$ cat src/rtl/rev_wrap_tracker.sv
// Extends a 16-bit reversible counter with a signed 8-bit wrap count and a
// level interrupt handshake (IDLE/PEND/ACKD) that reports each wrap to a consumer.
module rev_wrap_tracker (
  input  logic        clk,
  input  logic        rst,
  input  logic        s,
  input  logic [15:0] cnt,
  input  logic        Rc,
  input  logic        ack,
  input  logic        clr,
  output logic [7:0]  wraps,
  output logic        ovf,
  output logic        irq,
  output logic        last_dir,
  output logic [3:0]  missed
);

  typedef enum logic [1:0] {
    IDLE = 2'd0,
    PEND = 2'd1,
    ACKD = 2'd2
  } state_t;

  state_t      state_q, state_d;
  logic [7:0]  wraps_q, wraps_d;
  logic        ovf_q, ovf_d;
  logic        irq_q, irq_d;
  logic        last_dir_q, last_dir_d;
  logic [3:0]  missed_q, missed_d;
  logic        wrap_ev;

  // cnt forms the low word of the position outside this block; wraps are
  // detected from the terminal-count flag alone.
  logic cnt_unused;
  assign cnt_unused = ^cnt;

  // A clear discards a coincident wrap completely, including its FSM effect.
  assign wrap_ev = Rc & ~clr;

  // NOTE: every always_comb output gets a default first so no latch is inferred.
  always_comb begin
    state_d    = state_q;
    wraps_d    = wraps_q;
    ovf_d      = ovf_q;
    last_dir_d = last_dir_q;
    missed_d   = missed_q;

    unique case (state_q)
      IDLE:    if (wrap_ev) state_d = PEND;
      PEND:    if (ack)     state_d = ACKD;
      ACKD:    if (!ack)    state_d = IDLE;
      default:              state_d = IDLE;
    endcase

    if (wrap_ev) begin
      last_dir_d = s;
      if (s) begin
        wraps_d = wraps_q + 8'd1;
        if (wraps_q == 8'h7F) ovf_d = 1'b1;
      end else begin
        wraps_d = wraps_q - 8'd1;
        if (wraps_q == 8'h80) ovf_d = 1'b1;
      end
      if (state_q != IDLE && missed_q != 4'hF) missed_d = missed_q + 4'd1;
    end

    if (clr) begin
      wraps_d  = 8'h00;
      ovf_d    = 1'b0;
      missed_d = 4'h0;
    end

    // irq is registered from the next state so the output has no decode logic.
    irq_d = (state_d == PEND);
  end

  // NOTE: sequential state uses non-blocking assignments; reset is asynchronous
  // so irq drops the moment rst rises, without waiting for a clock edge.
  always_ff @(posedge clk or posedge rst) begin
    if (rst) begin
      state_q    <= IDLE;
      wraps_q    <= 8'h00;
      ovf_q      <= 1'b0;
      irq_q      <= 1'b0;
      last_dir_q <= 1'b0;
      missed_q   <= 4'h0;
    end else begin
      state_q    <= state_d;
      wraps_q    <= wraps_d;
      ovf_q      <= ovf_d;
      irq_q      <= irq_d;
      last_dir_q <= last_dir_d;
      missed_q   <= missed_d;
    end
  end

  assign wraps    = wraps_q;
  assign ovf      = ovf_q;
  assign irq      = irq_q;
  assign last_dir = last_dir_q;
  assign missed   = missed_q;

endmodule

$ cat config.mk
export PLATFORM = sky130hd
export DESIGN_NAME = rev_wrap_tracker
export DESIGN_NICKNAME = d
export VERILOG_FILES = /design/src/rtl/rev_wrap_tracker.sv
export SDC_FILE = /design/constraint.sdc
export NUM_CORES = 1
export LEC_CHECK = 0
export CAP_MARGIN = 20
export CELL_PAD_IN_SITES_DETAIL_PLACEMENT = 0
export CELL_PAD_IN_SITES_GLOBAL_PLACEMENT = 2
export CORE_ASPECT_RATIO = 0.6
export CORE_UTILIZATION = 38
export CTS_CLUSTER_DIAMETER = 120
export DETAILED_ROUTE_END_ITERATION = 7
export DONT_BUFFER_PORTS = 1
export GPL_TIMING_DRIVEN = 0
export PLACE_DENSITY = 0.91
export SLEW_MARGIN = 5
export SYNTH_ARGS = -nofsm -noshare
export SYNTH_HDL_FRONTEND = slang
export SYNTH_SLANG_ARGS = --single-unit
export TNS_END_PERCENT = 5
$ cat constraint.sdc
create_clock -name clk -period 4.1 [get_ports clk]
set_input_delay 0.82 -clock clk [delete_from_list [all_inputs] [get_ports clk]]
set_output_delay 0.82 -clock clk [all_outputs]
set_load 0.01 [all_outputs]
==> run summary, run 1 <==
Gr usage total -> 17.4%
Setup CP Type -> in -> reg
Resized cells post-CTS -> 0
Share of cells above drive strength 1 -> 8.55%
Clk sinks -> 17
Yosys reg bits -> 17
Synth cell types -> 40
Syn avg cell area -> 9.49 sq um
Via/cell ratio -> 5.54
RSZ-0062 raised after global routing -> false
Endpoints failing hold -> 0
FF-to-FF Start -> wraps[5]
Area share of the largest cell type after synthesis -> 39.7%
Gate power share -> 25.3%
Row cnt -> 14
Slew HR -> 54.4%
Status -> finished with violations
Leak -> 0.517 nW
Die area -> 3050 sq um
Worst Skew -> 3.47 ps
Tcrit/Tclk final -> 50.2%
Die height -> 43.1 microns
Post-route DRC violation count -> 2
Slew Viols, Final -> 0
Post-synth EDFFs -> 0
Worst path arrival time -> 2230 ps
Period minus WS final -> 2060 ps
Final Util -> 44.6%
Worst reg2reg path endpoint -> wraps[7]
Slowest cell on the critical path -> ha_1
R2r worst-path depth -> 6
Sequential fraction of design power -> 48.2%
Switching Fraction -> 32.7%
Largest stage delay on the critical path -> 390 ps
Most frequent cell after synthesis -> dfrtp_1
CP cell instances -> inv_2 -> ha_1 -> nand2_1 -> nor3_1 -> mux2_1 -> a21o_1 -> a21oi_1
Port bufs -> 0
# IOs -> 37
HP Start -> state_q[1]
Initial antenna violation count -> 0
Hold depth -> 1
H-tree depth -> 1
CTS Buf Count -> 3
Min Hold Slack -> 497 ps
Seq. cell area -> 425 sq um
Cts hold-fix bufs -> 0
DR iter-0 viols -> 67
Root buffer cell -> clkbuf_8
Post-synth ARST share -> 100%
Fill cell count -> 263
Top post-synthesis cells by count -> dfrtp_1 (17), nor2_1 (12), a21oi_1 (9)
Worst setup SP type -> primary input
Core outline area -> 2590 sq um
Min-Delay Endpoint -> state_q[0]
Worst skew pair latency -> 250 ps
Final wirelength -> 2.27 mm
Fin Setup TNS -> 0 ps
Pint -> 0.314 mW
Post-Synthesis Cell Area -> 1070 sq um
Min-Delay Path Class -> reg -> reg
Final antenna diode count -> 0
Vias in the first global route -> 809
First-pass GRT wire length -> 3.92 mm
Reg clk slew, reported paths -> 60 ps
First-pass iteration count of the detailed router -> 6
Most used DFF post-synth -> dfrtp_1
Gpl congestion -> 0.764
Post-synthesis instance total -> 113
CTS Buffer Depth -> 2
Overflow after GRT -> 0
MaxCap Viol Count -> 0
F_max -> 485 MHz
Antenna Nets Post-Route -> 0
Vias -> 826
Synth area leader -> dfrtp_1
Synthesized Nets -> 143
Synth area leaders -> dfrtp_1 (40%), ha_1 (8.2%), a21oi_1 (4.2%), nor2_1 (4.2%), nand3_1 (3.3%)
Multi-input gate area -> 602 sq um
Origin of the worst setup path -> s
Layout area overhead -> 7.93%
Switching power -> 0.153 mW
PD cells -> 403 nW/um^2
Peak supply drop -> 0.184 mV
CTS tree -> done
R2R Setup Slk -> 2150 ps
Clock power frac -> 26.5%
Initial Utilization -> 41.4%
Violated checks -> DRC
Worst setup EP type -> register
Largest net degree at the start of global routing -> 18
Post-CTS Setup Inserts -> 0
Die width -> 70.6 microns
Nets -> 148
Avg WL per Cell -> 15.2 microns
Final setup violation count -> 0
Worst Path Required -> 4270 ps
Sequential cell area fraction in the yosys report -> 39.7%
Synthesis Warnings -> 0
CP max FO -> 8
Detail Placement HPWL -> 1.78 mm
Slew @ Worst Pin -> 684 ps
[worst max-delay path by stage]
stage,cells past startpoint,to
6_report,7,wraps[7]
3_5_place_dp,7,wraps[7]
5_1_grt,7,wraps[7]
4_1_cts,7,wraps[7]
2_1_floorplan,7,wraps[7]
3_3_place_gp,7,wraps[7]
[through the flow]
stage          setup slack (ps)  std cells  cell area (sq um)  total power, mW
2_1_floorplan              1920        113               1070            0.320
3_3_place_gp               1750        145               1110            0.342
3_5_place_dp               1780        145               1110            0.346
4_1_cts                    2040        149               1160            0.474
5_1_grt                    1880        149               1160            0.502
6_report                   2040        149               1160            0.467
[worst max-delay path, delay by kind of cell]
family	cells	cell delay, ps
AO/OA/AOI/OAI	2	280
adder cells (fa/ha/maj)	1	390
buffers and inverters	1	60
multiplexers	1	360
AND/OR/NAND/NOR	2	310
[cell families (layout without fill, tap and decap cells)]
logic type	count (synthesis)	after routing	synth area share (%)
flip-flops	17	17	39.7
AO/OA/AOI/OAI	25	25	15.1
adder cells (fa/ha/maj)	8	8	10.0
multiplexers	5	5	4.90
XOR/XNOR	7	7	5.72
AND/OR/NAND/NOR	41	41	20.4
buffers and inverters	10	14	4.20
[cell type report]
cell class	count	area share, %
Buffer	3	1.62
Clock buffer	4	3.89
Inverter	7	2.27
Multi-Input combinational cell	86	52.0
Sequential cell	17	36.8
Tap cell	32	3.46
[flip-flops by register name, indices dropped and copies added (netlist names)]
| name | flops |
|---|---|
| wraps | 8 |
| missed | 4 |
| state_q | 2 |
| irq | 1 |
| last_dir | 1 |
| ovf | 1 |
[per-layer routing]
layer	track usage, %	up-vias	routed length, microns
li1	-	412	-
met1	24.5	393	1200
met2	25.6	19	935
met3	6.65	2	124
met4	2.80	0	8
met5	0	-	0
[placed cells by master (no fill, tap or decap), types with 2 or more instances in the layout]
cell | netlist | final
a21o_1 | 2 | 2
a21oi_1 | 9 | 9
clkbuf_1 | 1 | 2
clkbuf_8 | 0 | 3
dfrtp_1 | 17 | 17
ha_1 | 7 | 7
inv_1 | 6 | 6
mux2i_1 | 3 | 3
nand2_1 | 4 | 4
nand2b_1 | 2 | 2
nand3_1 | 7 | 7
nand4_1 | 2 | 2
nor2_1 | 12 | 12
nor3_1 | 3 | 3
nor3b_1 | 3 | 3
o21ai_0 | 4 | 4
o21bai_1 | 2 | 2
xnor2_1 | 4 | 4
xor2_1 | 3 | 3
[power groups by stage]
| stage | sequential [mW] | clock [mW] | combinational (mW) |
|---|---|---|---|
| 6_report | 0.225 | 0.124 | 0.118 |
| 5_1_grt | 0.228 | 0.139 | 0.135 |
| 4_1_cts | 0.225 | 0.130 | 0.119 |
| 3_5_place_dp | 0.228 | 0 | 0.118 |
| 3_3_place_gp | 0.226 | 0 | 0.116 |
| 2_1_floorplan | 0.219 | 0 | 0.100 |
No activity file was read; power rests on OpenSTA's default activity.
==> run 2, diff against run 1 <==
--- a/config.mk
+++ b/config.mk
@@ -9,12 +9,12 @@
 export CELL_PAD_IN_SITES_DETAIL_PLACEMENT = 0
 export CELL_PAD_IN_SITES_GLOBAL_PLACEMENT = 2
 export CORE_ASPECT_RATIO = 0.6
-export CORE_UTILIZATION = 38
+export CORE_UTILIZATION = 32
 export CTS_CLUSTER_DIAMETER = 120
 export DETAILED_ROUTE_END_ITERATION = 7
 export DONT_BUFFER_PORTS = 1
 export GPL_TIMING_DRIVEN = 0
-export PLACE_DENSITY = 0.91
+export PLACE_DENSITY = 0.82
 export SLEW_MARGIN = 5
 export SYNTH_ARGS = -nofsm -noshare
 export SYNTH_HDL_FRONTEND = slang
==> constraint.sdc (replaced) <==
create_clock -name clk -period 1.85 [get_ports clk]
set_input_delay 0.37 -clock clk [delete_from_list [all_inputs] [get_ports clk]]
set_output_delay 0.37 -clock clk [all_outputs]
set_load 0.01 [all_outputs]
==> run summary, run 2 (synthesized netlist as in run 1, its figures left out) <==
Status -> finished clean
Placed Cells -> 155 (+6.9%)
Gpl congestion -> 0.753 (-1.5%)
Total design power -> 1.11 mW (+140%)
CTS Buf Count -> 3 (unchanged)
Slew @ Worst Pin -> 665 ps (-18.5 ps)
Origin of the worst setup path -> wraps[5]
Vias in the first global route -> 767 (-5.2%)
Worst setup SP type -> register
Worst path arrival time -> 1960 ps (-270 ps)
Final instance area -> 1270 sq um (+10%)
Die width -> 76.7 microns (+8.7%)
Nets -> 150 (+1.4%)
Vias -> 829 (+0.36%)
Worst reg2reg path endpoint -> wraps[7]
Die area -> 3590 sq um (+18%)
Clk sinks -> 17 (unchanged)
First-pass GRT wire length -> 3.78 mm (-3.5%)
Non-Filler Instances -> 161 (+8.1%)
FF-to-FF Start -> wraps[5]
Largest stage delay on the critical path -> 490 ps (+100 ps)
H-tree depth -> 1 (unchanged)
Detail Placement HPWL -> 1.82 mm (+2.3%)
Peak supply drop -> 0.343 mV (+87%)
Port bufs -> 0 (unchanged)
Root buffer cell -> clkbuf_8
Setup CP Type -> reg -> reg
Worst skew pair latency -> 250 ps (about the same)
Final wirelength -> 2.40 mm (+5.9%)
First-pass iteration count of the detailed router -> 4 (-2)
Initial Utilization -> 35.5% (-5.9 points)
Final setup violation count -> 0 (unchanged)
Multi-input gate area -> 683 sq um (+14%)
R2r worst-path depth -> 6 (unchanged)
Slowest cell on the critical path -> dfrtp_2
CP cell instances -> ha_4 -> nand2_1 -> nor3_2 -> mux2_4 -> a21o_1 -> a21oi_1
Slew HR -> 55.6% (+1.2 points)
Fill cell count -> 321 (+22%)
Overflow after GRT -> 0 (unchanged)
Row cnt -> 15 (+1)
Final Util -> 42.2% (-2.4 points)
Core outline area -> 3020 sq um (+17%)
Via/cell ratio -> 5.15 (-7.1%)
Gr usage total -> 14.0% (-3.4 points)
Max reg flops -> 8 (unchanged)
PD cells -> 870 nW/um^2 (+120%)
Leak -> 0.517 nW (about the same)
Post-route DRC violation count -> 0 (-2)
Share of cells above drive strength 1 -> 25.2% (+17 points)
DR iter-0 viols -> 24 (-64%)
Seq. cell area -> 433 sq um (+1.8%)
Antenna Nets Post-Route -> 0 (unchanged)
Slew Viols, Final -> 0 (unchanged)
Worst Path Required -> 2030 ps (-2240 ps)
F_max -> 562 MHz
Tcrit/Tclk final -> 96.1%
Largest net degree at the start of global routing -> 18 (unchanged)
Avg WL per Cell -> 14.9 microns (-2.0%)
Min-Delay Path Class -> in -> async
Period minus WS final -> 1780 ps
CP max FO -> 5 (-3)
Layout area overhead -> 18.9%
CTS Buffer Depth -> 2 (unchanged)
Final antenna diode count -> 0 (unchanged)
Die height -> 46.8 microns (+8.6%)
Endpoints failing hold -> 0 (unchanged)
Most common cell after layout, fill and taps aside -> nor2_1
Reg clk slew, reported paths -> 70 ps (about the same)
Worst Skew -> 6.04 ps (+2.57 ps)
# IOs -> 37 (unchanged)
MaxCap Viol Count -> 0 (unchanged)
CTS tree -> done
Worst setup EP type -> register
R2R Setup Slk -> 70 ps (-2080 ps)
Commonest non-fill, non-tap cells in the layout -> nor2_1 (12), dfrtp_1 (11), a21oi_1 (8)
Post-DP Area -> 1120 sq um (+1.1%)
Min Hold Slack -> 91.8 ps (-405 ps)
Initial antenna violation count -> 0 (unchanged)
-- run 2: worst max path at each step --
stage | depth (start not counted) | endpoint | slack (ps)
after floorplan | 6 | wraps[7] | 100
after global placement | 6 | wraps[7] | -90
after detailed placement | 6 | wraps[7] | -110
after CTS | 6 | wraps[5] | 2
after global routing | 6 | wraps[7] | -1
final | 6 | wraps[7] | 70
-- run 2: metal layers --
| metal | global-route usage (%) | vias up | routed length [microns] |
|---|---|---|---|
| met2 | 21.6 | 22 | 972 |
| met1 | 19.6 | 391 | 1280 |
| met5 | 0 | - | 0 |
| met4 | 1.15 | 0 | 0 |
| met3 | 5.05 | 0 | 149 |
| li1 | - | 416 | - |
-- run 2: final cells by class --
type | count | share of cell area, %
sequential | 17 | 34.0
clock inverter | 1 | 0.393
multi-input combinational | 86 | 53.6
buffer | 3 | 1.47
tap | 42 | 4.12
inverter | 7 | 2.06
clock buffer | 3 | 3.24
timing repair buffer | 2 | 1.18
-- run 2: where the power goes --
group          total [mW]  leakage, nW  internal [mW]  switching, mW
registers           0.509        0.217          0.421         0.0883
clock network       0.282       0.0255          0.150          0.132
logic               0.318        0.274          0.166          0.152
-- run 2: stage by stage --
step           setup WS [ps]  setup TNS [ps]
2_1_floorplan           96.6               0
3_3_place_gp           -89.8            -200
3_5_place_dp            -112            -211
4_1_cts                 1.80               0
5_1_grt                -1.11           -1.11
6_report                71.5               0
-- run 2: timing repair --
| item | CTS | global route |
|---|---|---|
| hold buffers | 0 | 0 |
| buffers inserted | 0 | 2 |
| pin swaps | 1 | 5 |
| hold endpoints to repair | 0 | 0 |
| endpoints found under the setup margin | 3 | 3 |
| gates resized for setup | 12 | 7 |
-- run 2: critical path, delay by kind of cell (launching register included) --
kind	cells	cell delay (ps)
mux	1	330
flops	1	490
fa+ha+maj	1	310
simple gates	2	290
compound gates	2	290
